--- src/rtl/ahb_arbiter.sv ---
// ahb_arbiter: round-robin AHB bus arbiter with default master, locked transfers and a hold limit
//   clk        clock
//   rst        synchronous, active-high reset
//   HBusReq    per-master bus request
//   HLock      per-master lock request
//   HTrans     HTrans of the current address-phase owner
//   HReady     slave HReady; every register advances only when it is high
//   HGrant     one-hot grant (registered)
//   HMaster    index of the current address-phase owner (registered, one transfer behind HGrant)
//   HMastLock  current address phase is locked (registered)
module ahb_arbiter #(
    parameter int NUM_MASTERS    = 2,
    parameter int MASTER_BITS    = 1,
    parameter int DEFAULT_MASTER = 0,
    parameter int MAX_HOLD       = 8
) (
    input  logic                   clk,
    input  logic                   rst,
    input  logic [NUM_MASTERS-1:0] HBusReq,
    input  logic [NUM_MASTERS-1:0] HLock,
    input  logic [1:0]             HTrans,
    input  logic                   HReady,
    output logic [NUM_MASTERS-1:0] HGrant,
    output logic [MASTER_BITS-1:0] HMaster,
    output logic                   HMastLock
);
    typedef enum logic [1:0] {IDLE, GRANTED, LOCKED} state_t;

    localparam logic [NUM_MASTERS-1:0] DEF_GRANT = NUM_MASTERS'(1) << DEFAULT_MASTER;
    localparam logic [7:0]             HOLD_MAX  = 8'(MAX_HOLD);

    state_t                 state, state_nxt;
    logic [NUM_MASTERS-1:0] grant_nxt;
    logic [MASTER_BITS-1:0] owner, pick;
    logic [7:0]             hold_cnt;
    logic                   any_req, others_req, own_req, own_lock;

    // Scans owner+1 upward with wrap; descending loop lets the nearest requester overwrite
    // farther ones, and the owner itself (offset NUM_MASTERS) is considered last.
    function automatic logic [MASTER_BITS-1:0] rr_pick(
        input logic [MASTER_BITS-1:0] cur,
        input logic [NUM_MASTERS-1:0] req
    );
        rr_pick = cur;
        for (int k = NUM_MASTERS; k >= 1; k--) begin
            int idx;
            idx = (int'(cur) + k) % NUM_MASTERS;
            if (req[idx]) rr_pick = MASTER_BITS'(idx);
        end
    endfunction

    always_comb begin
        owner = '0;
        for (int i = 0; i < NUM_MASTERS; i++)
            if (HGrant[i]) owner = MASTER_BITS'(i);
    end

    assign pick       = rr_pick(owner, HBusReq);
    assign any_req    = |HBusReq;
    assign others_req = |(HBusReq & ~HGrant);
    assign own_req    = HBusReq[owner];
    assign own_lock   = HLock[owner];

    // GRANTED and LOCKED share one rearbitration path; LOCKED behaves as if the hold
    // limit were already reached once the lock is released.
    always_comb begin
        state_nxt = state;
        grant_nxt = HGrant;
        case (state)
            IDLE: begin
                state_nxt = any_req ? GRANTED : IDLE;
                grant_nxt = any_req ? NUM_MASTERS'(1) << pick : DEF_GRANT;
            end
            default: begin
                if (own_req && own_lock) begin
                    state_nxt = LOCKED;
                end else if (!own_req) begin
                    state_nxt = any_req ? GRANTED : IDLE;
                    grant_nxt = any_req ? NUM_MASTERS'(1) << pick : DEF_GRANT;
                end else begin
                    state_nxt = GRANTED;
                    if ((hold_cnt == HOLD_MAX || state == LOCKED) && others_req)
                        grant_nxt = NUM_MASTERS'(1) << pick;
                end
            end
        endcase
    end

    always_ff @(posedge clk) begin
        if (rst) begin
            state     <= IDLE;
            HGrant    <= DEF_GRANT;
            HMaster   <= MASTER_BITS'(DEFAULT_MASTER);
            HMastLock <= 1'b0;
            hold_cnt  <= '0;
        end else if (HReady) begin
            state     <= state_nxt;
            HGrant    <= grant_nxt;
            HMaster   <= owner;
            HMastLock <= own_req & own_lock;
            hold_cnt  <= (grant_nxt != HGrant) ? 8'd0 :
                         (state != LOCKED && HTrans[1] && hold_cnt != HOLD_MAX) ? hold_cnt + 8'd1 :
                         hold_cnt;
        end
    end
endmodule

--- config.mk ---
export PLATFORM = sky130hd
export DESIGN_NAME = ahb_arbiter
export DESIGN_NICKNAME = d
export VERILOG_FILES = /design/src/rtl/ahb_arbiter.sv
export SDC_FILE = /design/constraint.sdc
export NUM_CORES = 1
export LEC_CHECK = 0
export CAP_MARGIN = 20
export CORE_MARGIN = 2
export CORE_UTILIZATION = 57
export CTS_CLUSTER_SIZE = 14
export DETAILED_ROUTE_END_ITERATION = 8
export PLACE_DENSITY = 0.94
export SYNTH_ARGS = -nofsm -noshare
export SYNTH_HDL_FRONTEND = slang
export SYNTH_SLANG_ARGS = --single-unit
--- constraint.sdc ---
create_clock -name clk -period 5.5 [get_ports clk]
set_input_delay 0.825 -clock clk [delete_from_list [all_inputs] [get_ports clk]]
set_output_delay 0.825 -clock clk [all_outputs]
set_load 0.005 [all_outputs]
After elaboration in Yosys (flattened, before gate mapping)
Index checks and enable logic that the tools add are counted.
{"block": "totals", "ff_bits": 14, "latchBits": 0, "ramBits": 0, "mem_bits_ro": 0, "input_bits": 9, "output_inout_bits": 4, "word_cells": 56, "n_memories": 0}
{"block": "classes", "add_sub_neg": 3, "multipliers": 0, "div_mod_pow": 0, "magnitude_cmp": 3, "n_eq_ne": 5, "n_shift": 1, "muxes": 24, "n_bitwise": 5, "n_reduce_logical": 10}
{"op": "8-bit two-way mux", "count": 2}
{"op": "1-bit two-way mux", "count": 15}
{"op": "2-bit two-way mux", "count": 7}
{"op": "8-bit by 1-bit adder with 8-bit output, second input constant", "count": 1}
{"op": "8-bit by 4-bit == test with 1-bit output, second input constant", "count": 1}
{"op": "8-bit by 4-bit inequality test with 1-bit output, second input constant", "count": 1}
{"op": "2-bit by 3-bit less-than comparator with 1-bit output, second input constant", "count": 2}
{"op": "1-bit logical AND", "count": 4}
{"op": "2-bit OR reduction", "count": 2}
{"op": "1-bit adder, second input constant", "count": 2}
{"op": "1-bit AND, first input constant", "count": 2}
{"op": "2-bit AND", "count": 1}
{"op": "2-bit == test, second input constant", "count": 1}
{"op": "2-bit zero test", "count": 1}
{"op": "1-bit by 2-bit less-than comparator with 1-bit output, second input constant", "count": 1}
{"op": "2-bit inequality test", "count": 1}
{"op": "2-bit inequality test, second input constant", "count": 1}
{"op": "2-bit NOT", "count": 1}
{"op": "2-bit AND reduction", "count": 1}
{"op": "2-bit nonzero test", "count": 1}
{"op": "1-bit by 1-bit left shift with 2-bit output, first input constant", "count": 1}
{"op": "1-bit AND", "count": 1}
{"op": "1-bit logical OR", "count": 1}

Logic depth before layout (Yosys ltp)
Gate-level depths: netlist (run 1).
{"block": "logic_depth", "word_depth": 16, "ltp_mapped": 8, "depth_no_buf": 8}

Worst setup path after synthesis (run 1)
No wires, ideal clock.
{"block": "synth_timing", "kind": "input -> register", "startpoint": "input HBusReq[1]", "endpoint": "register hold_cnt[2]", "setup_time_ns": 0.086, "t_arrival_ns": 2.014, "required_ns": 5.414, "path_slack_ns": 3.401, "path_stages": 7, "n_path_buf": 1, "cell_sequence": "buf_4 nor3b_1 a31oi_1 a2bb2oi_1 a2bb2oi_1 o21ai_2 a211oi_1"}
{"block": "synth_between", "elab_chain_cells": 13, "word_cells_on_any_way": 25, "cone_classes": "eq/ne: 1; shift: 1; mux: 16; bitwise: 1; reduce/logical: 6"}
{"element": "start, declared", "line": "19", "text": "input logic [NUM_MASTERS-1:0] HBusReq,"}
{"element": "1-bit two-way mux (implied by the code) (3 in a row)", "line": "48", "text": "if (req[idx]) rr_pick = MASTER_BITS'(idx);"}
{"element": "1-bit two-way mux (2 in a row)", "line": "48"}
{"element": "1-bit by 1-bit left shift with 2-bit output", "line": "72, 79, 83"}
{"element": "2-bit two-way mux, on equally long branches", "line": "72, 79, 82"}
{"element": "2-bit two-way mux", "line": "77", "text": "end else if (!own_req) begin"}
{"element": "2-bit two-way mux", "line": "75", "text": "if (own_req && own_lock) begin"}
{"element": "2-bit two-way mux (*)", "line": "69", "text": "case (state)"}
{"element": "2-bit inequality test (*)", "line": "101", "text": "hold_cnt <= (grant_nxt != HGrant) ? 8'd0 :"}
{"element": "2-bit nonzero test (no source line)"}
{"element": "2-bit AND reduction (no source line)"}
{"element": "end signal, assigned", "line": "101"}
{"element": "end, declared", "line": "35", "text": "logic [7:0] hold_cnt;"}
Every way passes the cells marked *; elsewhere a longest branch is shown, timed or not. The select of a mux whose other input is x is not followed.
A chain may end at the register's enable or synchronous reset.

Worst setup path after layout (run 1)
{"block": "layout_timing", "startpoint": "input HReady", "endpoint": "register hold_cnt[5]"}
{"block": "layout_between", "elab_chain_cells": 1}
{"element": "start, declared", "line": "22", "text": "input logic HReady,"}
{"element": "2-bit AND reduction (no source line)"}
Every way passes these cells.

==> flow_summary.json, run 1 <==
{
  "status": "complete, no violations",
  "period_needed_ns": 2.644,
  "rsz0062_at_grt": "no",
  "postCtsHoldBufs": 0,
  "crit_arrival_ns": 2.84,
  "nNetsFinal": 135,
  "wl_per_cell_um": 15.40,
  "clkSinkCount": 14,
  "place_inst": 136,
  "path_class": "in2reg",
  "fmax_ghz": 0.3782,
  "min_path_type": "reg2reg",
  "drive_gt1_frac": 0.1148,
  "first_pass_iters": 4,
  "ir_worst_vdd_uv": 179.5,
  "ys_ff_latch": 14,
  "power_mw": 0.2300,
  "syn_area_um2": 987.2,
  "die_x_um": 45.62,
  "diodes": 0,
  "io_pins": 13,
  "drt-total-wl_um": 2140,
  "multi_input_area_um2": 623.1,
  "root_buffer": "clkbuf_4",
  "postCtsSetupBuffers": 0,
  "finalSetupTns_ns": 0,
  "netlist_instances": 114,
  "clk_path_buf_depth": 2,
  "ctsResizeCount": 0,
  "initial_core_util": 0.5910,
  "syn_to_final_growth_pct": 9.759,
  "final_cell_count_no_fill": 139,
  "ys_async_sr_fraction": 0,
  "filler_cell_count": 151,
  "finalClockSkew_ns": 0.01599,
  "track_usage": 0.2367,
  "start_kind": "primary input",
  "slew_violations": 0,
  "cts_made_buffers": 3,
  "grt_pass1_vias": 830,
  "grt_overflow": 0,
  "clkLatencyLatePin_ns": 0.30,
  "htree_levels": 1,
  "worst-path-max-fanout": 19,
  "max_cap_viol_count": 0,
  "yosys_most_used_dff": "dfxtp_1",
  "synth_warnings": 0,
  "finalCritPeriodShare": 0.4807,
  "post-dp-hpwl_um": 1497,
  "rows": 15,
  "worstMarginPinSlew_ns": 0.6811,
  "avgSynthCellArea_um2": 8.660,
  "synth-edff-count": 0,
  "die-area_um2": 2081,
  "setup.worst_path.end_class": "flop",
  "grt_pass1_wl_um": 3525,
  "grt_max_degree": 20,
  "syn_nets": 125,
  "synth_cell_types": 43,
  "fp.dieH_um": 45.62,
  "p_leak_nw": 0.3994,
  "path_clk_slew_ns": 0.09,
  "post_drt_via_cell_ratio": 6.561,
  "drtIter0Drc": 29,
  "seq_area_um2": 280.3,
  "slew_headroom": 0.5445,
  "portBuffers": 11,
  "worstPathRequired_ns": 5.69,
  "synth-seq-area-share": 0.2839,
  "finalHoldViolCount": 0,
  "gp_congestion": 0.8393,
  "drc_errors": 0,
  "num_vias": 912,
  "cts_tree": "built",
  "setup_viol": 0,
  "antenna_found_initial": 0,
  "power_density_nw_per_um2": 212.3,
  "core_um2": 1670,
  "ant_nets": 0
}
## Yosys cell counts (all sizes together) (2+ instances only)
cell,n,area [um^2]
nor2,9,33.78
o21ai,8,43.79
a2bb2oi,2,17.52
a211oi,7,52.55
or2b,2,17.52
and2b,2,16.27
and3,2,12.51
buf,3,26.27
a31oi,3,18.77
clkbuf,3,31.28
xnor2,2,17.52
nand2,5,18.77
mux2i,4,40.04
or2,2,12.51
ha,2,25.02
o221ai,2,17.52
xor2,5,43.79
inv,7,26.28
nand2b,3,18.77
nand3,6,30.03
dfxtp,14,280.3
a21oi,5,28.78
## layout by cell type (no fill, tap or decap), types with 2 or more instances in the layout
master / instances
nand2b_1: 3
nor2_1: 9
dfxtp_1: 14
ha_1: 2
a211oi_1: 7
clkdlybuf4s50_1: 11
or2_2: 2
clkbuf_4: 3
and3_1: 2
xnor2_1: 2
or2b_2: 2
a2bb2oi_1: 2
nand3_1: 6
a31oi_1: 3
o21ai_0: 7
nand2_1: 5
a21oi_1: 4
o221ai_1: 2
inv_1: 7
xor2_1: 5
mux2i_1: 4
## worst max-delay path, cell delays in order
cell and delay [ns]:
clkdlybuf4s50_1 0.91, and4_1 0.36, and3_1 0.23, nand3_1 0.12
xor2_1 0.17, a211oi_1 0.22
## metrics by stage
stage,hold slack (ns),setup WS [ns],utilization,instance area (um^2)
floorplan,0.4850,3.401,-,987.2
global placement,0.4780,2.697,0.6352,1061
detailed placement,0.4876,2.581,0.6352,1061
CTS,0.5143,2.899,0.6487,1084
global route,0.5739,2.708,0.6487,1084
finish,0.5102,2.856,0.6487,1084
## cell type report
| cell class | count | share of cell area |
|---|---|---|
| multi-input cells | 87 | 0.5751 |
| flip-flops and latches | 14 | 0.2587 |
| repair buffers | 11 | 0.1016 |
| inverters | 7 | 0.02425 |
| clock buffers | 3 | 0.02079 |
| well taps | 17 | 0.01963 |
## per-layer routing
layer	global-route usage	wire [um]	vias up
li1	-	-	435
met1	0.3051	953	434
met2	0.3718	1014	36
met3	0.05952	123	7
met4	0.1000	48	0
met5	0	0	-
## cells by family (layout without fill, tap and decap cells)
| kind of cell | count (synthesis) | in the layout | share of synthesized area |
|---|---|---|---|
| and+or+nand+nor | 39 | 39 | 0.2269 |
| buffers and inverters | 13 | 21 | 0.08492 |
| muxes | 4 | 4 | 0.04056 |
| AOI/OAI and AO/OA | 35 | 35 | 0.2763 |
| DFF | 14 | 14 | 0.2839 |
| adders and majority gates | 2 | 2 | 0.02534 |
| xor gates and xnor gates | 7 | 7 | 0.06211 |
## power by group
group          internal [mW]  total [mW]  switching, mW
Sequential             0.105       0.112        0.00681
Clock                 0.0255      0.0612         0.0357
Combinational         0.0273      0.0570         0.0297
Total                  0.158       0.230         0.0722
## worst paths after layout
check             depth (start not counted)         from           to  slack [ns]
setup / recovery                          6       HReady  hold_cnt[5]        2.86
hold / removal                            2    HMastLock    HMastLock        0.51
hold reg to reg                           2    HMastLock    HMastLock        0.51
setup reg to reg                          8  hold_cnt[1]  hold_cnt[3]        3.08
## flip-flops by register name (all words and copies together), names as in the netlist
register	count
HGrant	2
HMastLock	1
HMaster	1
hold_cnt	8
state	2
Note: power is estimated with default switching activity, not from simulation.
==> run 2, diff against run 1 <==
- CORE_UTILIZATION: 57 -> 53
- PLACE_DENSITY: 0.94 -> 0.89
- clock period: 5.5 -> 2.7 ns (I/O delays scaled with it)
==> run 2 against run 1 <==
  * Sequential share of layout area down 0.41 points
  * Flip-flop and latch count unchanged
  * Global-route usage down 2.0 points
  * Via count up 1.1%
  * Cell area rose by 1.6%
  * Combinational power increased by 110%
  * Hold slack lost 0.0070 ns
  * Critical endpoint is now hold_cnt[0]
  * Largest cell class unchanged
==> flow_summary.json, run 2 (synthesized netlist as in run 1, its figures left out) <==
{
  "status": "complete, no violations",
  "grt_max_degree": 15,
  "r2r_end": "hold_cnt[0]",
  "fp.dieH_um": 47.16,
  "drc_errors": 0,
  "min_path_type": "reg2reg",
  "postCtsHoldBufs": 0,
  "fmax_ghz": 0.4293,
  "power_density_nw_per_um2": 425.5,
  "worst-path-max-fanout": 7,
  "post-dp-hpwl_um": 1511,
  "finalCritPeriodShare": 0.8627,
  "switching_power_mw": 0.1464,
  "slew_violations": 0,
  "drtIter0Drc": 30,
  "die-area_um2": 2224,
  "ff2ff_path_depth": 8,
  "io_pins": 13,
  "rows": 15,
  "worstMarginPinSlew_ns": 0.5970,
  "seqPwrFrac": 0.486,
  "ctsResizeCount": 0,
  "filler_cell_count": 141,
  "p_int_mw": 0.3221,
  "crit_end": "hold_cnt[0]",
  "grt_pass1_vias": 808,
  "clkSinkCount": 14,
  "period_needed_ns": 2.329,
  "comb_power_share": 0.249,
  "post_dp_cell_area_um2": 1079,
  "start_kind": "flop",
  "initial_core_util": 0.5656,
  "p_clk_frac": 0.264,
  "first_pass_iters": 4,
  "htree_levels": 1,
  "reg2reg_from": "hold_cnt[1]",
  "fin_area_um2": 1101,
  "crit_arrival_ns": 2.49,
  "grt_pass1_wl_um": 3415,
  "syn_to_final_growth_pct": 11.53,
  "antenna_found_initial": 0,
  "p_leak_nw": 0.4042,
  "grt_overflow": 0,
  "max_cap_viol_count": 0,
  "setup_viol": 0,
  "nNetsFinal": 136,
  "startpoint": "hold_cnt[1]",
  "core_um2": 1745,
  "post_drt_via_cell_ratio": 6.230,
  "wl_per_cell_um": 14.30,
  "finalClockSkew_ns": 0.001844,
  "path_class": "reg2reg",
  "layout_commonest_cell": "dfxtp_1",
  "p_sw_frac": 0.3125,
  "final_cell_mix": "dfxtp_1, clkdlybuf4s50_1, nor2_1",
  "reg2reg_slack_ns": 0.37,
  "largest_register_ffs": 8,
  "ant_nets": 0,
  "root_buffer": "clkbuf_4",
  "slew_headroom": 0.6012,
  "cts_made_buffers": 3,
  "drive_gt1_frac": 0.1220,
  "rsz0062_at_grt": "no",
  "finalHoldViolCount": 0,
  "portBuffers": 11,
  "ir_worst_vdd_uv": 312.4,
  "cts_tree": "built",
  "finalSetupTns_ns": 0,
  "regMostFlops": "hold_cnt",
  "track_usage": 0.2164,
  "drt-total-wl_um": 2117,
  "largest_registers": "hold_cnt: 8 flops, HGrant: 2 flops, state: 2 flops",
  "die_x_um": 47.16,
  "clk_path_buf_depth": 2,
  "worstPathRequired_ns": 2.86,
  "path_clk_slew_ns": 0.09,
  "postCtsSetupBuffers": 0,
  "num_vias": 922,
  "diodes": 0,
  "setup.worst_path.end_class": "flop",
  "gp_congestion": 0.8787,
  "clkLatencyLatePin_ns": 0.29
}
run 2: cell types whose count changed in the layout (fill, tap and decap cells not counted), sizes merged:
cell  previous run  this run
buf              0         1
run 2: through the flow:
stage               worst slack, ns  cells  utilization  hold slack [ns]  power (mW)
floorplan                    0.6286    114            -           0.4778      0.3152
global placement             0.3168    145       0.6179           0.4768      0.3428
detailed placement           0.2524    145       0.6179           0.4921      0.3462
CTS                          0.3737    148       0.6308           0.5137      0.4653
global route                 0.2360    148       0.6308           0.5559      0.4893
finish                       0.3707    148       0.6308           0.5032      0.4685
run 2: worst min path at each step:
stage	to	start	cells past startpoint	slack, ns
after floorplan	hold_cnt[2]	rst	1	0.48
after global placement	HMastLock	HMastLock	2	0.48
after detailed placement	HMastLock	HMastLock	2	0.49
after CTS	HMastLock	HMastLock	2	0.51
after global routing	HMastLock	HMastLock	2	0.56
final	HMastLock	HMastLock	2	0.50
run 2: layout make-up:
cell class	count	area, um^2	area share
sequential	14	280.3	0.2545
tap	25	31.28	0.02841
clock buffer	3	22.52	0.02045
multi-input combinational	87	623.1	0.5659
timing repair buffer	12	117.6	0.1068
inverter	7	26.28	0.02386
run 2: per-layer routing:
layer  routed length (um)  global-route usage  up-vias
met4                   25             0.06667        0
met1                  970              0.2874      437
li1                     -                   -      440
met3                  140             0.05385        6
met5                    0                   0        -
met2                  981              0.3452       39
run 2: worst max-delay path, stage by stage, from the launching register on:
cell and delay, ns:
dfxtp_1 0.37, inv_1 0.10, ha_1 0.14, or4b_4 0.47, o41ai_4 0.35, a31oi_1 0.14
o32a_1 0.34, o21ai_2 0.16, a211oi_1 0.13
run 2: power groups by stage:
stage / clock network, mW / registers [mW] / logic (mW)
5_1_grt: 0.133 / 0.229 / 0.127
3_3_place_gp: 0 / 0.232 / 0.111
6_report: 0.124 / 0.228 / 0.117
2_1_floorplan: 0 / 0.226 / 0.0887
4_1_cts: 0.123 / 0.227 / 0.115
3_5_place_dp: 0 / 0.232 / 0.114
